===== src/rtl/clk_div_multi.sv =====
// Multi-channel programmable clock-enable / divider generator.
// Each channel runs a divisor and mode that are swapped in only at a period boundary.
module clk_div_multi #(
    parameter int NCH = 4,
    parameter int CW = 28,
    parameter int unsigned DEFAULT_DIV = 50_000_000,
    localparam int CHW = (NCH > 1) ? $clog2(NCH) : 1
) (
    input  logic           clk_in,
    input  logic           Reset,
    input  logic           cfg_valid,
    output logic           cfg_ready,
    input  logic [CHW-1:0] cfg_ch,
    input  logic [CW-1:0]  cfg_div,
    input  logic           cfg_mode,
    input  logic [NCH-1:0] ch_en,
    output logic [NCH-1:0] clk_out,
    output logic [NCH-1:0] tick,
    output logic           cfg_err
);

    localparam logic [CW-1:0] DEF_DIV = CW'(DEFAULT_DIV);

    logic [NCH-1:0] pending;
    logic [NCH-1:0] set_cfg;
    logic           ch_ok;
    logic           sel_pend;
    logic           xfer;
    logic           legal;

    // Channel numbers at or above NCH have no pending bit; they are always accepted.
    always_comb begin
        ch_ok = 1'b0;
        sel_pend = 1'b0;
        for (int i = 0; i < NCH; i++) begin
            if (cfg_ch == CHW'(i)) begin
                ch_ok = 1'b1;
                sel_pend = pending[i];
            end
        end
    end

    assign cfg_ready = ~sel_pend;
    assign xfer = cfg_valid & cfg_ready;
    assign legal = xfer & ch_ok & (cfg_div != '0);

    always_comb begin
        set_cfg = '0;
        for (int i = 0; i < NCH; i++) begin
            set_cfg[i] = legal & (cfg_ch == CHW'(i));
        end
    end

    always_ff @(posedge clk_in) begin
        if (Reset) begin
            cfg_err <= 1'b0;
        end else if (xfer && (!ch_ok || cfg_div == '0)) begin
            cfg_err <= 1'b1;
        end
    end

    for (genvar g = 0; g < NCH; g++) begin : g_ch
        logic [CW-1:0] cnt;
        logic [CW-1:0] div_act;
        logic [CW-1:0] shadow_div;
        logic          mode;
        logic          shadow_mode;
        logic          pend;
        logic          out_q;
        logic          tick_q;
        logic          last;
        logic          swap;

        assign last = (cnt == div_act - CW'(1));
        // A disabled channel takes its update immediately, a running one waits for the boundary.
        assign swap = pend & (~ch_en[g] | last);

        always_ff @(posedge clk_in) begin
            if (Reset) begin
                cnt <= '0;
                div_act <= DEF_DIV;
                shadow_div <= DEF_DIV;
                mode <= 1'b0;
                shadow_mode <= 1'b0;
                pend <= 1'b0;
                out_q <= 1'b0;
                tick_q <= 1'b0;
            end else begin
                if (set_cfg[g]) begin
                    shadow_div <= cfg_div;
                    shadow_mode <= cfg_mode;
                end
                if (!ch_en[g]) begin
                    cnt <= '0;
                    out_q <= 1'b0;
                    tick_q <= 1'b0;
                end else if (last) begin
                    cnt <= '0;
                    tick_q <= 1'b1;
                    out_q <= mode ? 1'b1 : ~out_q;
                end else begin
                    cnt <= cnt + CW'(1);
                    tick_q <= 1'b0;
                    if (mode) begin
                        out_q <= 1'b0;
                    end
                end
                if (swap) begin
                    div_act <= shadow_div;
                    mode <= shadow_mode;
                end
                if (set_cfg[g]) begin
                    pend <= 1'b1;
                end else if (swap) begin
                    pend <= 1'b0;
                end
            end
        end

        assign pending[g] = pend;
        assign clk_out[g] = out_q;
        assign tick[g] = tick_q;
    end

endmodule


===== config.mk =====
export PLATFORM = sky130hd
export DESIGN_NAME = clk_div_multi
export DESIGN_NICKNAME = d
export VERILOG_FILES = /design/src/rtl/clk_div_multi.sv
export SDC_FILE = /design/constraint.sdc
export NUM_CORES = 1
export LEC_CHECK = 0
export ABC_AREA = 1
export CAP_MARGIN = 30
export CORE_ASPECT_RATIO = 0.8
export CORE_MARGIN = 2
export CORE_UTILIZATION = 30
export DETAILED_ROUTE_END_ITERATION = 10
export PLACE_DENSITY = 0.44
export SKIP_LAST_GASP = 1
export SYNTH_ARGS = -nofsm -noshare
export SYNTH_HDL_FRONTEND = slang
export SYNTH_SLANG_ARGS = --single-unit

===== constraint.sdc =====
create_clock -name clk_in -period 2.08 [get_ports clk_in]
set_input_delay 0.312 -clock clk_in [delete_from_list [all_inputs] [get_ports clk_in]]
set_output_delay 0.312 -clock clk_in [all_outputs]
set_load 0.01 [all_outputs]

==> out/qor.yml <==
logic_synthesis:
  synth_nets: 2892
  synth_seq_cells: 357
  ys_warn_count: 0
  synth_cell_types: 41
  synth_edf_count: 0
  syn_area_per_cell_um2: 6.67
  syn_inst: 2846
  ys_top_cells_by_area: "dfxtp_1 38%, nand2_1 13%, nor2_1 8.3%"
  synth_area_um2: 19000
  synth_top_area_share_pct: 37.6
  synth-async-reset-ratio_pct: 0
  synth_top_flop_cell: "dfxtp_1"
  yosysTopAreaCell: "dfxtp_1"
  synth_seq_area_share_pct: 37.6
timing:
  maxSlewViolCount: 0
  rsz0062_at_grt: "yes"
  period_share_pct: 118
  max_slew_margin_pct: 51.7
  setup_viol_count_final: 329
  worst_pin_slew_ns: 0.724
  fin_crit_ns: 2.46
  skew_ns: 0.0219
  max_freq_ghz: 0.407
  hold_viol_final: 0
  final.setup.worst_slack_ns: -0.377
cts:
  htreeDepth: 2
  cts_sinks: 357
  root_buffer: "clkbuf_16"
  clkTransAtPathRegs_ns: 0.06
  cts_buffers: 42
  cts_tree: "done"
  clock_latency_ns: 0.58
  cts_max_path_buffers: 3
min_path:
  holdCritPathClass: "register to register"
  holdPathStages: 2
  hold_path_end: "g_ch[1].shadow_div[5]$_SDFFE_PP0P_"
  hp-start: "g_ch[1].shadow_div[5]$_SDFFE_PP0P_"
place:
  hpwl_mm: 45.2
  port-buffer-count: 47
  gp_congestion: 0.857
  dp_cells: 4056
  place_ws_ns: -0.658
final_layout:
  drive_above_1_share_pct: 33.6
  layout_commonest_cell: "nand2_1"
  multi_input_area_um2: 12400
  nets: 3372
  fin_cells: 4200
  areaGrowthSynthToFinish_pct: 50.0
  seq_area_um2: 7240
  final_util_pct: 45.5
  layout_common_cells: "566 x nand2_1, 419 x buf_4, 309 x dfxtp_1"
  fillCellCount: 6381
setup_path:
  rrSetupSlack_ns: -0.38
  cp.arrival_ns: 2.95
  reg2reg_from: "g_ch[3].div_act[1]$_SDFFE_PP0P_"
  r2r_cells: 19
  path_class: "register to register"
  r2r_end: "g_ch[3].div_act[3]$_SDFFE_PP0P_"
  required_ns: 2.57
  path_max_fanout: 6
  cp-start-kind: "register"
  cp-end-kind: "register"
run:
  max-cap-violations: 0
power:
  leakage_nw: 11.8
  power_density_nw_per_um2: 600
  peakVddDrop_uv: 644
global_routing:
  grt_max_degree: 60
  grt_pass1_vias: 18500
  grt-ovfl-total: 0
  grt_antenna_before_repair: 7
  grt_pass1_wl_mm: 98.8
  grt.total_usage_pct: 18.7
floorplanning:
  die-area_um2: 65400
  core_um2: 62600
  rows: 82
  fp.dieW_um: 285
  start_util_pct: 30.4
  pin_count: 48
  die_h_um: 229
routing:
  drtAntennaViolNets: 0
  wl_per_cell_um: 15.2
  drtIter0Drc: 1343
  vias: 19600
  wirelength_mm: 64.0
  viasPerCell: 4.66
  drtPass1Iterations: 8
  drc: 0
run_status:
  status: "finished with violations"
  failed_checks: "setup timing"
==> power breakdown <==
group	switching (W)	internal, W	total (W)
logic	0.00119	0.000983	0.00218
registers	0.000150	0.00702	0.00717
clock network	0.00315	0.00461	0.00776
==> sequential cells by signal, summed over array words and instances (netlist names) <==
signal,cells
g_ch.mode,4
g_ch.pend,4
g_ch.shadow_div,112
g_ch.shadow_mode,4
g_ch.tick_q,4
g_ch.cnt,112
g_ch.div_act,112
cfg_err,1
g_ch.out_q,4
==> cells by family (layout without fill, tap and decap cells) <==
family	after synthesis	in the layout	share of synthesized area (%)
XOR/XNOR	137	137	6.32
adder cells (fa/ha/maj)	8	8	0.527
multiplexers	2	2	0.105
buffers and inverters	428	941	9.52
AO/OA/AOI/OAI	341	341	9.87
AND/OR/NAND/NOR	1573	1573	36.0
flip-flops	357	357	37.6
other	0	1	0
==> area by class of cell <==
class	count	area share [%]
diodes	1	0.00878
clock buffers	56	4.12
clock inverters	21	0.931
inverters	309	4.12
multi-input cells	2061	43.4
flip-flops and latches	357	25.4
well taps	840	3.69
repair buffers	555	18.3
==> layer usage <==
layer | track usage [%] | routed length, um | share of wire (%) | vias up
met4 | 3.86 | 942 | 1.5 | 0
met2 | 28.4 | 27400 | 43 | 281
met3 | 2.93 | 2910 | 4.5 | 56
met1 | 27.6 | 32700 | 51 | 9072
met5 | 0 | 0 | 0 | -
li1 | - | - | - | 10200
==> metrics by stage <==
stage | area [um2] | TNS (ns) | power [W] | hold WS [ns]
floorplan | 19100 | 0 | 0.00819 | 0.381
global placement | 23500 | -141.54 | 0.00896 | 0.439
detailed placement | 23500 | -144.09 | 0.00897 | 0.445
CTS | 26000 | -53.44 | 0.0170 | 0.406
global route | 28500 | -117.41 | 0.0179 | 0.468
finish | 28500 | -68.74 | 0.0171 | 0.451
==> Yosys cell counts, types with 11 or more instances <==
master    count
o21bai_1     11
xor2_1       75
xnor2_1      62
o21ai_0      88
nor4_1       11
nand4_1      47
buf_6        17
nor3_1       34
clkbuf_1     58
buf_4        14
nand2_1     674
a21oi_1     172
buf_2        18
inv_1       305
nand3b_1     22
nor2_2       15
o211ai_1     49
dfxtp_1     357
buf_1        12
nand3_1     289
nor2_1      418
nor3b_1      19
==> how the worst max path moves through the flow <==
stage | from | to | slack, ns | depth (start not counted)
3_3_place_gp | cfg_div[13] | g_ch[3].shadow_div[16]$_SDFFE_PP0P_ | -0.66 | 15
6_report | g_ch[3].div_act[1]$_SDFFE_PP0P_ | g_ch[3].div_act[3]$_SDFFE_PP0P_ | -0.38 | 19
5_1_grt | g_ch[3].div_act[1]$_SDFFE_PP0P_ | g_ch[3].div_act[8]$_SDFFE_PP0P_ | -0.55 | 19
4_1_cts | g_ch[0].div_act[4]$_SDFFE_PP0P_ | g_ch[0].cnt[18]$_SDFF_PP0_ | -0.30 | 17
2_1_floorplan | g_ch[2].div_act[3]$_SDFFE_PP0P_ | g_ch[2].div_act[26]$_SDFFE_PP0P_ | 0.002 | 18
3_5_place_dp | cfg_div[13] | g_ch[3].shadow_div[16]$_SDFFE_PP0P_ | -0.66 | 15
==> worst max-delay path: stages, from the launching register on <==
cell and delay (ns):
dfxtp_4 0.36, inv_4 0.06, ha_4 0.18, nand2_4 0.09
nor2_4 0.20, buf_6 0.15, nand3_2 0.08, nand2_2 0.10
nand2_1 0.06, nand2_1 0.06, nand2_1 0.06, nor2_1 0.08
nand2_1 0.09, nor2_4 0.13, nand2_4 0.09, nand2_8 0.13
buf_12 0.15, clkbuf_16 0.14, a21oi_2 0.05, nor2_1 0.12
==> what timing repair did <==
item	4_1_cts	5_1_grt
gates resized for setup	194	506
setup buffers	19	22
hold buffers	0	0
cloned	12	17
setup endpoints to repair	249	357
pin swaps	55	148
Power figures use the tool's default switching activity.
